==> config.mk <==
export PLATFORM = sky130hd
export DESIGN_NAME = default_drive_bank_flat
export DESIGN_NICKNAME = d
export VERILOG_FILES = /design/src/rtl/default_drive_bank_pkg.sv /design/src/rtl/default_drive_bank_if.sv /design/src/rtl/default_drive_bank_channel.sv /design/src/rtl/default_drive_bank.sv /design/src/flat_wrapper.sv
export SDC_FILE = /design/constraint.sdc
export NUM_CORES = 1
export LEC_CHECK = 0
export ABC_AREA = 1
export CAP_MARGIN = 20
export CORE_ASPECT_RATIO = 1.25
export CORE_UTILIZATION = 40
export DETAILED_ROUTE_END_ITERATION = 7
export PLACE_DENSITY = 0.76
export SETUP_SLACK_MARGIN = 0.02
export SYNTH_ARGS = -nofsm -noshare
export SYNTH_HDL_FRONTEND = slang
export SYNTH_HIERARCHICAL = 1
export SYNTH_SLANG_ARGS = --single-unit
==> constraint.sdc <==
create_clock -name clk -period 1.3 [get_ports clk]
set_clock_uncertainty 0.05 [all_clocks]
set_input_delay 0.39 -clock clk [delete_from_list [all_inputs] [get_ports clk]]
set_output_delay 0.39 -clock clk [all_outputs]
set_load 0.005 [all_outputs]
==> src/rtl/default_drive_bank_pkg.sv <==
// -----------------------------------------------------------------------------
// default_drive_bank_pkg
// Purpose : Shared types and helpers for the default_drive_bank slice.
//           Holds the sweep FSM state encoding and the elaboration-time helper
//           that computes each channel's power-on / revert value.
// Contents: state_t        - FSM states {IDLE, SWEEP}
//           default_value  - (base + idx) truncated to 'width' bits
// -----------------------------------------------------------------------------
package default_drive_bank_pkg;

    typedef enum logic [0:0] {
        IDLE  = 1'b0,
        SWEEP = 1'b1
    } state_t;

    // Sum in 32 bits first, then mask down to the channel width so that large
    // bases or indices wrap the same way a WIDTH-bit register would.
    function automatic logic [31:0] default_value(input int base, input int idx, input int width);
        logic [31:0] sum;
        logic [31:0] mask;
        sum  = 32'(base + idx);
        mask = (width >= 32) ? 32'hFFFF_FFFF : ((32'd1 << width) - 32'd1);
        return sum & mask;
    endfunction

endpackage

==> src/rtl/default_drive_bank_if.sv <==
// -----------------------------------------------------------------------------
// default_drive_bank_if
// Purpose : Valid/ready write port of the default_drive_bank.
// Signals : wr_valid  - write request (master -> slave)
//           wr_ready  - slave can accept (slave -> master)
//           wr_idx    - target channel, IW bits
//           wr_data   - value to drive, WIDTH bits
// Modports: master (write source), slave (the bank)
// -----------------------------------------------------------------------------
interface default_drive_bank_if #(
    parameter int IW    = 2,
    parameter int WIDTH = 5
);

    logic             wr_valid;
    logic             wr_ready;
    logic [IW-1:0]    wr_idx;
    logic [WIDTH-1:0] wr_data;

    modport master (
        output wr_valid,
        output wr_idx,
        output wr_data,
        input  wr_ready
    );

    modport slave (
        input  wr_valid,
        input  wr_idx,
        input  wr_data,
        output wr_ready
    );

endinterface

==> src/rtl/default_drive_bank_channel.sv <==
// -----------------------------------------------------------------------------
// default_drive_bank_channel
// Purpose : One output channel: a data register that powers up at its default,
//           a driven flag, and (optionally) an idle timeout that reverts it.
// Ports   : clk, rst     - clock, synchronous active-high reset
//           i_wr_en      - load i_wr_data and set driven
//           i_wr_data    - value to load
//           i_revert     - return to default and clear driven
//           o_data       - registered channel value
//           o_driven     - registered driven flag
// Macro   : DEFAULT_DRIVE_BANK_TIMEOUT_EN adds the TIMEOUT parameter and the
//           idle counter; without it a driven value holds indefinitely.
// -----------------------------------------------------------------------------
module default_drive_bank_channel #(
    parameter int          WIDTH       = 5,
    parameter logic [31:0] DEFAULT_VAL = 32'd0
`ifdef DEFAULT_DRIVE_BANK_TIMEOUT_EN
    ,
    parameter int          TIMEOUT     = 16
`endif
) (
    input  logic             clk,
    input  logic             rst,
    input  logic             i_wr_en,
    input  logic [WIDTH-1:0] i_wr_data,
    input  logic             i_revert,
    output logic [WIDTH-1:0] o_data,
    output logic             o_driven
);

    localparam logic [WIDTH-1:0] DEF = DEFAULT_VAL[WIDTH-1:0];

    logic [WIDTH-1:0] r_data;
    logic             r_driven;
    logic             w_revert;

`ifdef DEFAULT_DRIVE_BANK_TIMEOUT_EN
    localparam int CW = $clog2(TIMEOUT + 1);

    logic [CW-1:0] r_idle_cnt;
    logic          w_expire;

    // The edge that would move the count to TIMEOUT is the revert edge, so
    // the channel shows its written value for exactly TIMEOUT cycles.
    assign w_expire = r_driven && (r_idle_cnt == CW'(TIMEOUT - 1));
    assign w_revert = i_revert || w_expire;

    // Idle counter: restarts on any write or revert, otherwise ticks while
    // the channel holds a written value.
    always_ff @(posedge clk) begin
        if (rst || i_wr_en || w_revert) begin
            r_idle_cnt <= '0;
        end else if (r_driven) begin
            r_idle_cnt <= r_idle_cnt + CW'(1);
        end
    end
`else
    assign w_revert = i_revert;
`endif

    // Channel register: a write takes priority over a revert so that a
    // write landing on the expiry edge keeps the new value.
    always_ff @(posedge clk) begin
        if (rst) begin
            r_data   <= DEF;
            r_driven <= 1'b0;
        end else if (i_wr_en) begin
            r_data   <= i_wr_data;
            r_driven <= 1'b1;
        end else if (w_revert) begin
            r_data   <= DEF;
            r_driven <= 1'b0;
        end
    end

    assign o_data   = r_data;
    assign o_driven = r_driven;

endmodule

==> src/rtl/default_drive_bank.sv <==
// -----------------------------------------------------------------------------
// default_drive_bank
// Purpose : Bank of N registered channels, each WIDTH bits, that sit at
//           (DEFAULT_BASE + i) until written and can be swept back to their
//           defaults one channel per cycle.
// Ports   : clk, rst    - clock, synchronous active-high reset
//           wr          - default_drive_bank_if.slave write port
//           sweep_req   - pulse: revert every channel, in index order
//           ch_data     - channel i at bits [i*WIDTH +: WIDTH]
//           ch_driven   - bit i set while channel i holds a written value
//           busy        - sweep in progress (write port stalled)
// Macro   : DEFAULT_DRIVE_BANK_TIMEOUT_EN enables per-channel idle reverts
//           after TIMEOUT cycles; otherwise TIMEOUT is unused.
// -----------------------------------------------------------------------------
module default_drive_bank
    import default_drive_bank_pkg::*;
#(
    parameter int N            = 4,
    parameter int WIDTH        = 5,
    parameter int DEFAULT_BASE = 9,
    parameter int TIMEOUT      = 16
) (
    input  logic                   clk,
    input  logic                   rst,
    default_drive_bank_if.slave    wr,
    input  logic                   sweep_req,
    output logic [N*WIDTH-1:0]     ch_data,
    output logic [N-1:0]           ch_driven,
    output logic                   busy
);

    localparam int IW = (N > 1) ? $clog2(N) : 1;

    // Reject out-of-range parameters at elaboration.
    if (N < 1 || N > 64 || WIDTH < 1 || WIDTH > 32 || TIMEOUT < 1) begin : g_param_check
        $error("default_drive_bank: parameter out of range");
    end

    state_t        r_state;
    state_t        w_next_state;
    logic [IW-1:0] r_sweep_cnt;
    logic [IW-1:0] w_next_cnt;
    logic          w_fire;
    logic [N-1:0]  w_wr_en;
    logic [N-1:0]  w_revert;

    // State and sweep counter registers; reset abandons any sweep in flight.
    always_ff @(posedge clk) begin
        if (rst) begin
            r_state     <= IDLE;
            r_sweep_cnt <= '0;
        end else begin
            r_state     <= w_next_state;
            r_sweep_cnt <= w_next_cnt;
        end
    end

    // Next-state logic: a sweep walks the counter 0..N-1 and then drops back
    // to IDLE; sweep_req is only looked at in IDLE, so requests made while
    // sweeping are simply dropped.
    always_comb begin
        w_next_state = r_state;
        w_next_cnt   = r_sweep_cnt;
        case (r_state)
            IDLE: begin
                if (sweep_req) begin
                    w_next_state = SWEEP;
                    w_next_cnt   = '0;
                end
            end
            SWEEP: begin
                w_next_cnt = r_sweep_cnt + IW'(1);
                if (r_sweep_cnt == IW'(N - 1)) begin
                    w_next_state = IDLE;
                end
            end
            default: begin
                w_next_state = IDLE;
            end
        endcase
    end

    assign wr.wr_ready = (r_state == IDLE);
    assign busy        = (r_state == SWEEP);
    assign w_fire      = wr.wr_valid && wr.wr_ready;

    // One channel per index; an index with no matching channel still
    // completes the handshake but enables nothing.
    for (genvar i = 0; i < N; i++) begin : g_ch
        assign w_wr_en[i]  = w_fire && (wr.wr_idx == IW'(i));
        assign w_revert[i] = (r_state == SWEEP) && (r_sweep_cnt == IW'(i));

        default_drive_bank_channel #(
            .WIDTH       (WIDTH),
            .DEFAULT_VAL (default_value(DEFAULT_BASE, i, WIDTH))
`ifdef DEFAULT_DRIVE_BANK_TIMEOUT_EN
            ,
            .TIMEOUT     (TIMEOUT)
`endif
        ) u_channel (
            .clk       (clk),
            .rst       (rst),
            .i_wr_en   (w_wr_en[i]),
            .i_wr_data (wr.wr_data),
            .i_revert  (w_revert[i]),
            .o_data    (ch_data[i*WIDTH +: WIDTH]),
            .o_driven  (ch_driven[i])
        );
    end

endmodule

==> src/flat_wrapper.sv <==
// flat-port wrapper written by rule: the top's interface ports become plain ports
module default_drive_bank_flat import default_drive_bank_pkg::*;
#(
    parameter int N            = 4,
    parameter int WIDTH        = 5,
    parameter int DEFAULT_BASE = 9,
    parameter int TIMEOUT      = 16
)
  (clk, rst, sweep_req, ch_data, ch_driven, busy, wr_wr_valid, wr_wr_idx, wr_wr_data, wr_wr_ready);
  default_drive_bank_if #(.IW(2), .WIDTH(WIDTH)) wr_i ();
  input  logic clk;
  input  logic rst;
  input  logic sweep_req;
  output logic [N*WIDTH-1:0] ch_data;
  output logic [N-1:0] ch_driven;
  output logic busy;
  input wire logic [$bits(wr_i.wr_valid)-1:0] wr_wr_valid;
  input wire logic [$bits(wr_i.wr_idx)-1:0] wr_wr_idx;
  input wire logic [$bits(wr_i.wr_data)-1:0] wr_wr_data;
  output wire logic [$bits(wr_i.wr_ready)-1:0] wr_wr_ready;
  assign wr_i.wr_valid = wr_wr_valid;
  assign wr_i.wr_idx = wr_wr_idx;
  assign wr_i.wr_data = wr_wr_data;
  assign wr_wr_ready = wr_i.wr_ready;
  default_drive_bank #(.N(N), .WIDTH(WIDTH), .DEFAULT_BASE(DEFAULT_BASE), .TIMEOUT(TIMEOUT)) u_core (.clk(clk), .rst(rst), .wr(wr_i), .sweep_req(sweep_req), .ch_data(ch_data), .ch_driven(ch_driven), .busy(busy));
endmodule
# == Word-level counts from Yosys, hierarchy flattened ==
# Cells that the tools add are included.
# word_totals
out_inout_bits,26
regBits,27
in_bits,11
word_cells,55
# classes
muxes,21
bitwise_logic,1
eq_ne,7
n_reduce_logical,15
addsub,1
# op_table
op,n
5-bit 2-to-1 mux,8
1-bit 2-to-1 mux,10
1-bit logical AND,9
"2-bit == test, second input constant",4
2-bit nonzero test,4
"2-bit by 1-bit == test with 1-bit output, second input constant",2
2-bit logical NOT,2
2-bit one-hot mux with 2 select lines,1
"2-bit by 1-bit adder with 2-bit output, second input constant",1
2-bit 2-to-1 mux,1
"2-bit inequality test, second input constant",1
1-bit one-hot mux with 2 select lines,1
1-bit inverter,1

# == Logic depth before layout (Yosys ltp) ==
# depth
depth_word,4
depth_mapped,8
depth_no_buf,8

# == By module ==
# Netlist, hierarchy kept.
# modules_own_cells
module,seq_area_each_um2,instances,cells_each,area_each_um2
default_drive_bank_channel at u_core.g_ch[0].u_channel ...,120.1,3,31,229.0
default_drive_bank,60.1,1,34,237.7
default_drive_bank_channel at u_core.g_ch[2].u_channel,120.1,1,33,236.5

# == Worst setup path after synthesis ==
# No wires, ideal clock.
# synth_timing
kind,reg-to-reg
start,register u_core.r_state (netlist: u_core/busy)
end,register u_core.g_ch[2].u_channel.r_data[0]
setup_ns,0.062
path_slack_ns,-0.212
path_stages_with_launch,9
n_path_buf,1
period_less_slack_ns,1.512
required_time_ns,1.188
arrival_time_ns,1.400
path_cell_list,dfxtp_1 > buf_6 > inv_2 > nand2_2 > nor3_1 > nor2_4 > inv_1 > nand2_1 > nand3_1
# synth_via
elab_chain_cells,4
elab_cells_between_ends,6
classes_between,mux (1); bitwise (1); reduce/logical (4)
# synth_rtl
item,line,text
"start, declared",default_drive_bank.sv:39,state_t r_state;
"start signal, assigned",default_drive_bank.sv:53,r_state <= w_next_state;
1-bit inverter *,default_drive_bank.sv:83,assign wr.wr_ready = (r_state == IDLE);
net wr_wr_ready,flat_wrapper.sv:20,output wire logic [$bits(wr_i.wr_ready)-1:0] wr_wr_ready;
1-bit logical AND *,default_drive_bank.sv:85,assign w_fire = wr.wr_valid && wr.wr_ready;
1-bit logical AND *,default_drive_bank.sv:90,assign w_wr_en[i] = w_fire && (wr.wr_idx == IW'(i));
net u_core.w_wr_en[2],default_drive_bank.sv:44,logic [N-1:0] w_wr_en;
5-bit 2-to-1 mux / 2-bit nonzero test (equally long branches),-,
"end signal, assigned",default_drive_bank_channel.sv:68,r_data <= i_wr_data;
"end, declared",default_drive_bank_channel.sv:33,logic [WIDTH-1:0] r_data;
# Mark *: on every way through the listed nets, which the timed path passes. The rest lies on a longest branch.
# A chain may end at the register's enable or synchronous reset.

# == Worst setup path after layout ==
# layout_timing
start,register u_core.r_state (netlist: u_core/busy)
end,register u_core.g_ch[1].u_channel.r_data[1]
# layout_via
elab_chain_cells,4
elab_cells_between_ends,6
classes_between,mux (1); bitwise (1); reduce/logical (4)
# layout_rtl
item,line
1-bit inverter *,default_drive_bank.sv:83
1-bit logical AND *,default_drive_bank.sv:85
1-bit logical AND *,default_drive_bank.sv:90
net u_core.w_wr_en[1],default_drive_bank.sv:44
5-bit 2-to-1 mux / 2-bit nonzero test (equally long branches),-
"end signal, assigned",default_drive_bank_channel.sv:68
"end, declared",default_drive_bank_channel.sv:33
# Marks and branches as above.

==> metrics.md <==
| Metric | Value |
|---|---|
| Status | `finished with violations` |
| Violations in the final reports | `negative setup slack` |
| Worst vdd rail ir drop | `0.7525 mV` |
| Unique masters post-synth | `12` |
| Placed Area | `1653 sq um` |
| Total overflow reported by the global router | `0` |
| Total power per unit cell area | `871.8 nW/um^2` |
| Per-cell via count in the routed design | `4.629` |
| CTS H-tree lvls | `1` |
| Count of endpoints failing setup in the final report | `22` |
| Fmax | `0.7172 GHz` |
| Met3 track demand over resource | `3.186%` |
| Arrival time at the worst endpoint | `1.57 ns` |
| Detailed-route wire length | `2.943 mm` |
| Non-filler cells, final | `251` |
| Number of global-route vias before repair | `1,110` |
| DR vias | `1,162` |
| Pins Over Slew Limit | `0` |
| Number of instances in the placed design | `238` |
| Initial antenna violation count | `0` |
| Max clock buf depth | `2` |
| Transition at the pin with the smallest max-transition slack | `0.2177 ns` |
| Critical path type | `reg2reg` |
| Path depth of the worst reg2reg path | `9` |
| Post-route setup slack | `-0.09435 ns` |
| Num CTS Buffers | `3` |
| Post-Syn Area | `1161 sq um` |
| Minimum setup slack after placement | `-0.4167 ns` |
| DR DRC count | `0` |
| Root Buffer Master | `sky130_fd_sc_hd__clkbuf_4` |
| Final Util | `66.62%` |
| Post-route total power | `1.572 mW` |
| Clock edge transition at the registers on the reported setup and hold paths | `0.14 ns` |
| Busiest metal layer after global routing | `met2` |
| RSZ-0062 raised after global routing | `yes` |
| Final hold vios | `0` |
| Top fanout value on the critical path | `6` |
| Initial Utilization | `42.90%` |
| Final period utilization | `107.3%` |
| Startpoint of the most critical setup path | `u_core/busy` |
| Proportion of synthesized chip area in sequential cells | `46.55%` |
| HP Class | `reg2reg` |
| Design Area, Final | `1803 sq um` |
| Pin count of the biggest net entering global routing | `23` |
| Syn_nets | `175` |
| Violation count after the first detailed-routing iteration | `22` |
| I/O Buffers | `36` |
| Cell Rows | `21` |
| DR WL/cell | `11.73 um` |
| Post-CTS Hold Buffers | `0` |
| Average cell area after synthesis | `7.257 sq um` |
| Half-perimeter wire length after detailed placement | `2.037 mm` |
| Total Die Area | `3124 sq um` |
| Critical Path Source Type | `register` |
| Fraction of final layout cells sized beyond drive strength 1 | `49.77%` |
| Reg2reg start | `u_core/busy` |
| Setup_tns | `-1.425 ns` |
| Total core area | `2706 sq um` |
| Hold slack final | `0.4112 ns` |
| First-pass GRT wire length | `4.864 mm` |
| Nets@finish | `233` |
| Kind of end point of the critical path | `register` |
| Clock tree from TritonCTS | `done` |
| Width of the die | `50.19 um` |
| Fin crit period | `1.394 ns` |
| Area of the multi-input gates | `610.6 sq um` |
| Number of filler instances in the final layout | `220` |
| Lkg Pwr | `0.8669 nW` |
| Combined flip-flop and latch cell area | `575.6 sq um` |
| Post-Synthesis Cells | `160` |
| Drt pass-1 iters | `4` |
| Layout overhead on the synthesized area | `55.28%` |
| Flop and latch count out of synthesis | `27` |
| Antenna fix cells | `0` |
| Global placer's final weighted congestion | `0.7849` |
| Most common cell after layout, fill and taps aside | `sky130_fd_sc_hd__nand2_1` |
| Hold Crit Start | `u_core/g_ch[0].u_channel/o_data[1]` |
| M1 GR Usage | `23.89%` |
| Remaining number of nets flagged by the antenna check after routing | `0` |
| Data required time at the worst endpoint | `1.48 ns` |
| Die Ht | `62.24 um` |
| Clock Sinks | `27` |
| Count of boundary I/O pins | `37` |
| Clk_lat worst skew | `0.31 ns` |
| Commonest non-fill, non-tap cells in the layout | `sky130_fd_sc_hd__nand2_1, sky130_fd_sc_hd__dfxtp_2, sky130_fd_sc_hd__inv_1` |
| MaxCap Viol Count | `0` |
| Total track usage | `20.65%` |
| Number of warnings reported in the yosys synthesis log | `6` |
| Global routing usage on met2 | `35.33%` |
| Number of cells on the worst hold path | `2` |
| Worst slew slack as a fraction of its limit | `85.44%` |
-- per-layer routing --
metal  share of wire, %  wire length (um)
met1                 42              1248
met4                2.2                64
met3                3.5               103
met5                  0                 0
met2                 52              1527
-- timing repair --
| item | CTS | global route |
|---|---|---|
| endpoints found under the setup margin | 46 | 29 |
| buffers inserted | 10 | 6 |
| pin swaps | 8 | 7 |
| resized for setup | 148 | 22 |
-- power breakdown --
part / leakage (nW) / internal [mW] / total, mW / switching, mW
logic: 0.624 / 0.159 / 0.330 / 0.170
clock network: 0.0177 / 0.115 / 0.350 / 0.235
registers: 0.225 / 0.871 / 0.892 / 0.0206
total: 0.867 / 1.15 / 1.57 / 0.426
-- worst max-delay path, stage by stage (launching register included) --
cell and delay [ns]:
sky130_fd_sc_hd__dfxtp_4 0.37, sky130_fd_sc_hd__buf_6 0.12, sky130_fd_sc_hd__inv_4 0.04, sky130_fd_sc_hd__buf_6 0.10, sky130_fd_sc_hd__nand2_8 0.07, sky130_fd_sc_hd__nor3_4 0.23, sky130_fd_sc_hd__buf_6 0.15, sky130_fd_sc_hd__nand2_1 0.06
sky130_fd_sc_hd__nand2_2 0.06, sky130_fd_sc_hd__nand3_2 0.04
-- sequential cells by signal, summed over array words and instances (netlist names) --
signal / cells
u_core/g_ch.u_channel/o_driven: 4
u_core/r_sweep_cnt: 2
u_core/g_ch.u_channel/o_data: 20
u_core/busy: 1
-- Yosys cell counts, drive strengths merged --
cell type   n  area, sq um
buf         1        11.26
a21oi      17        85.08
dfxtp      27        540.5
ha          4        50.05
nand2      58        220.2
nand3       9        45.04
nor2        9        71.31
nor3        5        25.02
inv        30        112.6
-- area by class of cell --
class                           instances  share of cell area (%)
Inverter                               30                   6.384
Multi-Input combinational cell        102                   33.87
Clock inverter                          1                  0.2776
Timing Repair Buffer                   54                   23.94
Tap cell                               34                   2.359
Clock buffer                            3                   1.249
Sequential cell                        27                   31.92
-- path summary, 6_finish.rpt --
path | end | slack (ns)
min reg2reg | u_core/g_ch[0].u_channel/o_data[1] | 0.41
max reg2reg | u_core/g_ch[1].u_channel/o_data[1] | -0.09
min | u_core/g_ch[0].u_channel/o_data[1] | 0.41
max | u_core/g_ch[1].u_channel/o_data[1] | -0.09
-- cells by family after synthesis --
group	Yosys count	synth area share (%)
AND/OR/NAND/NOR	81	31.14
flip-flops	27	46.55
adder cells (fa/ha/maj)	4	4.311
AO/OA/AOI/OAI	17	7.327
buffers and inverters	31	10.67
Note: power is estimated with default switching activity, not from simulation.
